### config.mk
export PLATFORM = sky130hd
export DESIGN_NAME = ic_rr_arbiter
export DESIGN_NICKNAME = d
export VERILOG_FILES = /design/src/rtl/ic_pkg.sv /design/src/rtl/ic_rr_pick.sv /design/src/rtl/ic_rr_arbiter.sv
export SDC_FILE = /design/constraint.sdc
export NUM_CORES = 1
export LEC_CHECK = 0
export CAP_MARGIN = 30
export CORE_AREA = 8 8 157 159
export DETAILED_ROUTE_END_ITERATION = 16
export DIE_AREA = 0 0 165 167
export GPL_TIMING_DRIVEN = 0
export HOLD_SLACK_MARGIN = 0.03
export SLEW_MARGIN = 15
export SYNTH_ARGS = -nofsm -noshare
export SYNTH_HDL_FRONTEND = slang
export SYNTH_SLANG_ARGS = --single-unit
### constraint.sdc
create_clock -name clk -period 6.6 [get_ports clk]
set_input_delay 0.99 -clock clk [delete_from_list [all_inputs] [get_ports clk]]
set_output_delay 0.99 -clock clk [all_outputs]
set_load 0.02 [all_outputs]
### src/rtl/ic_pkg.sv
`default_nettype none
// +--------------------------------------------------------------------+
// | ic_pkg : shared types and helpers for the interconnect arbiter     |
// | Rev 1.0                                                            |
// +--------------------------------------------------------------------+
package ic_pkg;

  localparam int IC_ADDR_W = 32;
  localparam int IC_DATA_W = 32;

  typedef enum logic [1:0] {
    IDLE = 2'd0,
    REQ  = 2'd1,
    RSP  = 2'd2,
    TOUT = 2'd3
  } state_t;

  typedef struct packed {
    logic                 write;
    logic [IC_ADDR_W-1:0] addr;
    logic [IC_DATA_W-1:0] wdata;
  } req_t;

  typedef struct packed {
    logic [IC_DATA_W-1:0] rdata;
    logic                 err;
  } rsp_t;

  // Next round-robin position after ptr, wrapping at num_mst (up to 8 masters).
  function automatic logic [2:0] rr_next(input logic [2:0] ptr, input int num_mst);
    return (int'(ptr) >= num_mst - 1) ? 3'd0 : ptr + 3'd1;
  endfunction

endpackage
`default_nettype wire

### src/rtl/ic_rr_pick.sv
`default_nettype none
// +--------------------------------------------------------------------+
// | ic_rr_pick : combinational round-robin picker (first req from ptr) |
// | Rev 1.0                                                            |
// +--------------------------------------------------------------------+
module ic_rr_pick
  import ic_pkg::*;
#(
  parameter int NUM_MST = 4,
  parameter int PTR_W   = $clog2(NUM_MST)
) (
  input  logic [NUM_MST-1:0] req,
  input  logic [PTR_W-1:0]   ptr,
  output logic [PTR_W-1:0]   grant,
  output logic               any_req
);

  logic [NUM_MST-1:0] rot;
  logic [PTR_W-1:0]   off;
  logic [PTR_W:0]     sum;

  // Rotate so bit 0 is the master at ptr; the lowest set bit is the winner.
  assign rot     = NUM_MST'({req, req} >> ptr);
  assign any_req = |req;

  always_comb begin
    off = '0;
    for (int j = NUM_MST - 1; j >= 0; j--) begin
      if (rot[j]) off = PTR_W'(j);
    end
    sum = {1'b0, ptr} + {1'b0, off};
    if (sum >= (PTR_W + 1)'(NUM_MST)) sum = sum - (PTR_W + 1)'(NUM_MST);
    grant = sum[PTR_W-1:0];
  end

endmodule
`default_nettype wire

### src/rtl/ic_rr_arbiter.sv
`default_nettype none
// +--------------------------------------------------------------------+
// | ic_rr_arbiter : round-robin share of one target port, one txn in   |
// | flight, with response timeout.                Rev 1.0              |
// +--------------------------------------------------------------------+
module ic_rr_arbiter
  import ic_pkg::*;
#(
  parameter int NUM_MST = 4,
  parameter int ADDR_W  = 32,
  parameter int DATA_W  = 32,
  parameter int TIMEOUT = 255
) (
  input  logic                        clk,
  input  logic                        rst,
  input  logic [NUM_MST-1:0]          m_req_valid,
  output logic [NUM_MST-1:0]          m_req_ready,
  input  logic [NUM_MST-1:0]          m_req_write,
  input  logic [NUM_MST*ADDR_W-1:0]   m_req_addr,
  input  logic [NUM_MST*DATA_W-1:0]   m_req_wdata,
  output logic [NUM_MST-1:0]          m_rsp_valid,
  input  logic [NUM_MST-1:0]          m_rsp_ready,
  output logic [DATA_W-1:0]           m_rsp_rdata,
  output logic                        m_rsp_err,
  output logic                        s_req_valid,
  input  logic                        s_req_ready,
  output logic                        s_req_write,
  output logic [ADDR_W-1:0]           s_req_addr,
  output logic [DATA_W-1:0]           s_req_wdata,
  input  logic                        s_rsp_valid,
  output logic                        s_rsp_ready,
  input  logic [DATA_W-1:0]           s_rsp_rdata,
  input  logic                        s_rsp_err,
  output logic [$clog2(NUM_MST)-1:0]  owner,
  output logic                        stray_rsp
);

  localparam int              PTR_W     = $clog2(NUM_MST);
  localparam logic [15:0]     TOUT_LAST = 16'(TIMEOUT - 1);

  state_t             state, state_nxt;
  logic [PTR_W-1:0]   rr_ptr, rr_ptr_nxt, owner_nxt, pick, ptr_after;
  logic [15:0]        cnt, cnt_nxt;
  logic               any_req, own_req_valid, own_rsp_ready, rsp_hs;
  logic               sel_write;
  logic [ADDR_W-1:0]  sel_addr;
  logic [DATA_W-1:0]  sel_wdata;

  ic_rr_pick #(
    .NUM_MST (NUM_MST),
    .PTR_W   (PTR_W)
  ) u_pick (
    .req     (m_req_valid),
    .ptr     (rr_ptr),
    .grant   (pick),
    .any_req (any_req)
  );

  assign own_req_valid = m_req_valid[owner];
  assign own_rsp_ready = m_rsp_ready[owner];
  assign rsp_hs        = s_rsp_valid && own_rsp_ready;
  assign ptr_after     = PTR_W'(rr_next(3'(owner), NUM_MST));

  always_comb begin
    sel_write = 1'b0;
    sel_addr  = '0;
    sel_wdata = '0;
    for (int i = 0; i < NUM_MST; i++) begin
      if (owner == PTR_W'(i)) begin
        sel_write = m_req_write[i];
        sel_addr  = m_req_addr[i*ADDR_W +: ADDR_W];
        sel_wdata = m_req_wdata[i*DATA_W +: DATA_W];
      end
    end
  end

  always_ff @(posedge clk or posedge rst) begin
    if (rst) begin
      state  <= IDLE;
      rr_ptr <= '0;
      owner  <= '0;
      cnt    <= '0;
    end else begin
      state  <= state_nxt;
      rr_ptr <= rr_ptr_nxt;
      owner  <= owner_nxt;
      cnt    <= cnt_nxt;
    end
  end

  always_comb begin
    state_nxt  = state;
    rr_ptr_nxt = rr_ptr;
    owner_nxt  = owner;
    cnt_nxt    = cnt;
    unique case (state)
      IDLE: begin
        if (any_req) begin
          owner_nxt = pick;
          state_nxt = REQ;
        end
      end
      REQ: begin
        // A master withdrawing its request abandons the grant without moving rr_ptr.
        if (!own_req_valid) begin
          state_nxt = IDLE;
        end else if (s_req_ready) begin
          state_nxt = RSP;
          cnt_nxt   = '0;
        end
      end
      RSP: begin
        if (rsp_hs) begin
          rr_ptr_nxt = ptr_after;
          state_nxt  = IDLE;
        end else begin
          cnt_nxt = cnt + 16'd1;
          if (cnt == TOUT_LAST) state_nxt = TOUT;
        end
      end
      TOUT: begin
        if (own_rsp_ready) begin
          rr_ptr_nxt = ptr_after;
          state_nxt  = IDLE;
        end
      end
      default: state_nxt = IDLE;
    endcase
  end

  always_comb begin
    m_req_ready = '0;
    m_rsp_valid = '0;
    m_rsp_rdata = '0;
    m_rsp_err   = 1'b0;
    s_req_valid = 1'b0;
    s_req_write = 1'b0;
    s_req_addr  = '0;
    s_req_wdata = '0;
    s_rsp_ready = 1'b0;
    stray_rsp   = 1'b0;
    unique case (state)
      IDLE: begin
        // State already reads IDLE while rst is held; keep the drain path quiet until release.
        s_rsp_ready = ~rst;
        stray_rsp   = s_rsp_valid & ~rst;
      end
      REQ: begin
        s_rsp_ready        = ~rst;
        stray_rsp          = s_rsp_valid & ~rst;
        s_req_valid        = own_req_valid;
        s_req_write        = sel_write;
        s_req_addr         = sel_addr;
        s_req_wdata        = sel_wdata;
        m_req_ready[owner] = s_req_ready;
      end
      RSP: begin
        m_rsp_valid[owner] = s_rsp_valid;
        s_rsp_ready        = own_rsp_ready;
        m_rsp_rdata        = s_rsp_rdata;
        m_rsp_err          = s_rsp_err;
      end
      TOUT: begin
        m_rsp_valid[owner] = 1'b1;
        m_rsp_err          = 1'b1;
      end
      default: ;
    endcase
  end

endmodule
`default_nettype wire

==> metrics.yaml <==
maxSlewViolCount: 0
n_antenna_cell: 0
layout_commonest_cell: "clkdlybuf4s50_1"
endpoint: "s_req_wdata[24]"
synthArstFlopShare: 1.00
initial_core_util: 0.195
clock.fmax_ghz: 0.192
cts_num_sinks: 22
critPathCaptureType: "output port"
cp_slowest_cell: "clkdlybuf4s50_1"
grt_antenna_before_repair: 3
ioPinCount: 416
status: "finished clean"
critPathMaxStageDelay_ns: 0.67
dr.first_iter.drc_count: 394
syn_area_per_cell_um2: 6.55
irDropWorstVdd_mv: 0.160
numCtsBuffers: 3
cts-resized-gates: 0
nNetsFinal: 1391
cts_tree: "yes"
gp_congestion: 0.883
worst_slack_ns: 1.39
reg2reg_from: "owner[1]"
met3_length_um: 2160
core_mm2: 0.0222
globalRouteTotalUtil: 0.204
nFillCells: 2363
die_h_um: 167
synthFlopType: "dfrtp_1"
path_clk_slew_ns: 0.06
grt_pass1_vias: 7002
rows: 55
first_pass_iters: 5
post-route-util: 0.402
top_layer_used: "met5"
ys_types: 50
synthesis.nets: 972
fp.dieW_um: 165
fin_skew_ns: 0.00265
grt_first_pass_wirelength_um: 43700
period_needed_ns: 5.21
reg2reg_depth: 5
worstPathRequired_ns: 5.61
netlist_area_mm2: 0.00433
synth.area.top_cells: "a211o_1, a221oi_1, dfrtp_1"
worst_slew_pin_slew_ns: 0.836
timing.rr.end: "rr_ptr[0]"
dieArea_mm2: 0.0276
p_per_area_mw_per_mm2: 361
synth_edf_count: 0
htree_levels: 1
vias_per_cell: 4.90
drcViolationCount: 0
met2_length_um: 14900
cts_hold_buffers: 0
grt_max_degree: 24
crit_chain: "inv_1 > ha_1 > clkbuf_1 > buf_1 > clkbuf_1 > a221oi_1 > a211o_1 > a21oi_1 > clkdlybuf4s50_1"
synth_seq_area_share: 0.127
hold_violations: 0
worst_setup_path_start_kind: "flip-flop"
p_leak_uw: 0.00362
crit_path_start: "owner[1]"
power_frac_seq: 0.065
yosysTopAreaCell: "a211o_1"
dp_hpwl_um: 24800
maxCapViolCount: 0
vias: 6672
cp_common_cell: "clkbuf_1"
setup_tns_ns: 0
power_frac_clock: 0.044
wirelength_met1_um: 12100
slew_headroom: 0.443
cts_root_buf: "clkbuf_16"
ff2ff_setup_slack_ns: 3.96
ys.warnings.count: 0
pre_cts_slack_ns: 1.64
synthToLayoutAreaGrowth_pct: 107
post_cts_buffers: 0
grt.overflow.total: 0
min_path_type: "flip-flop to flip-flop"
wirelength_um: 29700
swShare: 0.540
p_int_uw: 1480
drtAntennaViolNets: 0
synth_top_cell_area_share: 0.136
io_buffers: 413
synth_cells: 660
drive_gt1_frac: 0.0148
path_class: "flip-flop to output port"
fin_crit_sh: 0.789
hold_start: "cnt[3]"
mostFrequentLayoutCells: "clkdlybuf4s50_1, nand2_1, a21oi_1, inv_1, a211o_1"
crit_fanout: 10
wl_per_cell_um: 21.8
setup_viol_count_final: 0
clock_path_buffers: 2
synth_seq_cells: 22
netSwitchingPower_uw: 1740
rsz0062_at_grt: "no"
worstSkewPairLatency_ns: 0.25
pwr-share-comb: 0.891
arrival_ns: 4.22
[flip-flops by register name, summed over array words and instances, names as in the netlist]
| register | cells |
|---|---|
| owner | 2 |
| state | 2 |
| cnt | 16 |
| rr_ptr | 2 |
[cells in the mapped netlist, drive strengths merged (2+ instances only)]
cell / n
o211ai: 5
a21oi: 77
inv: 74
and4: 2
and2: 5
or4: 4
nor4: 2
mux4: 2
nand4: 3
or2: 2
nor2: 10
ha: 7
and3: 38
o31ai: 6
clkbuf: 61
nor2b: 65
or3: 7
a221oi: 66
nand3: 7
a21o: 2
a211o: 68
a31oi: 2
nand2: 78
dfrtp: 22
buf: 13
nor3b: 2
o21ai: 12
[power groups by stage]
stage / clock network [uW] / logic, uW / registers, uW
after floorplan: 0 / 1610 / 204
after global placement: 0 / 2880 / 211
after detailed placement: 0 / 2880 / 210
after CTS: 142 / 2890 / 209
after global routing: 146 / 3100 / 215
final: 142 / 2870 / 209
[layer usage]
| layer | track usage | vias to the layer above |
|---|---|---|
| li1 | - | 3246 |
| met1 | 0.246 | 3117 |
| met2 | 0.359 | 275 |
| met3 | 0.0459 | 28 |
| met4 | 0.0396 | 6 |
| met5 | 0 | - |
[worst max-delay path, delay by kind of cell, from the launching register on]
family	cells	cell delay (ns)
adders and majority gates	1	0.26
DFF	1	0.51
AOI/OAI and AO/OA	3	0.78
buffers and inverters	5	2.41
[cell families (layout without fill, tap and decap cells)]
family          after synthesis  after routing  share of synthesized area
buf+inv                     148            566                      0.129
xor+xnor                      1              1                    0.00203
fa+ha+maj                     7              7                     0.0202
flops                        22             22                      0.127
simple gates                230            230                      0.285
mux                           4              4                     0.0162
compound gates              248            248                      0.420
[per-stage QoR]
| step | hold slack (ns) | std cells | instance area (um^2) | power [uW] |
|---|---|---|---|---|
| floorplan | 0.445 | 660 | 4330 | 1810 |
| global placement | 0.473 | 1358 | 8820 | 3090 |
| detailed placement | 0.477 | 1358 | 8820 | 3090 |
| CTS | 0.486 | 1362 | 8900 | 3240 |
| global route | 0.510 | 1363 | 8930 | 3470 |
| finish | 0.487 | 1363 | 8930 | 3220 |
[area by class of cell]
| class | instances | area [um^2] | share of cell area |
|---|---|---|---|
| inverters | 74 | 278 | 0.0311 |
| repair buffers | 414 | 4160 | 0.466 |
| clock buffers | 4 | 88.8 | 0.00995 |
| plain buffers | 74 | 279 | 0.0312 |
| multi-input cells | 490 | 3220 | 0.360 |
| flip-flops and latches | 22 | 551 | 0.0616 |
| well taps | 285 | 357 | 0.0399 |
[how the worst min path moves through the flow]
stage / slack (ns) / endpoint / cells after the start
6_report: 0.49 / cnt[3] / 1
5_1_grt: 0.51 / cnt[3] / 1
4_1_cts: 0.49 / cnt[3] / 1
3_5_place_dp: 0.48 / cnt[3] / 1
3_3_place_gp: 0.47 / cnt[3] / 1
2_1_floorplan: 0.45 / cnt[3] / 1
No activity file was read; power rests on OpenSTA's default activity.
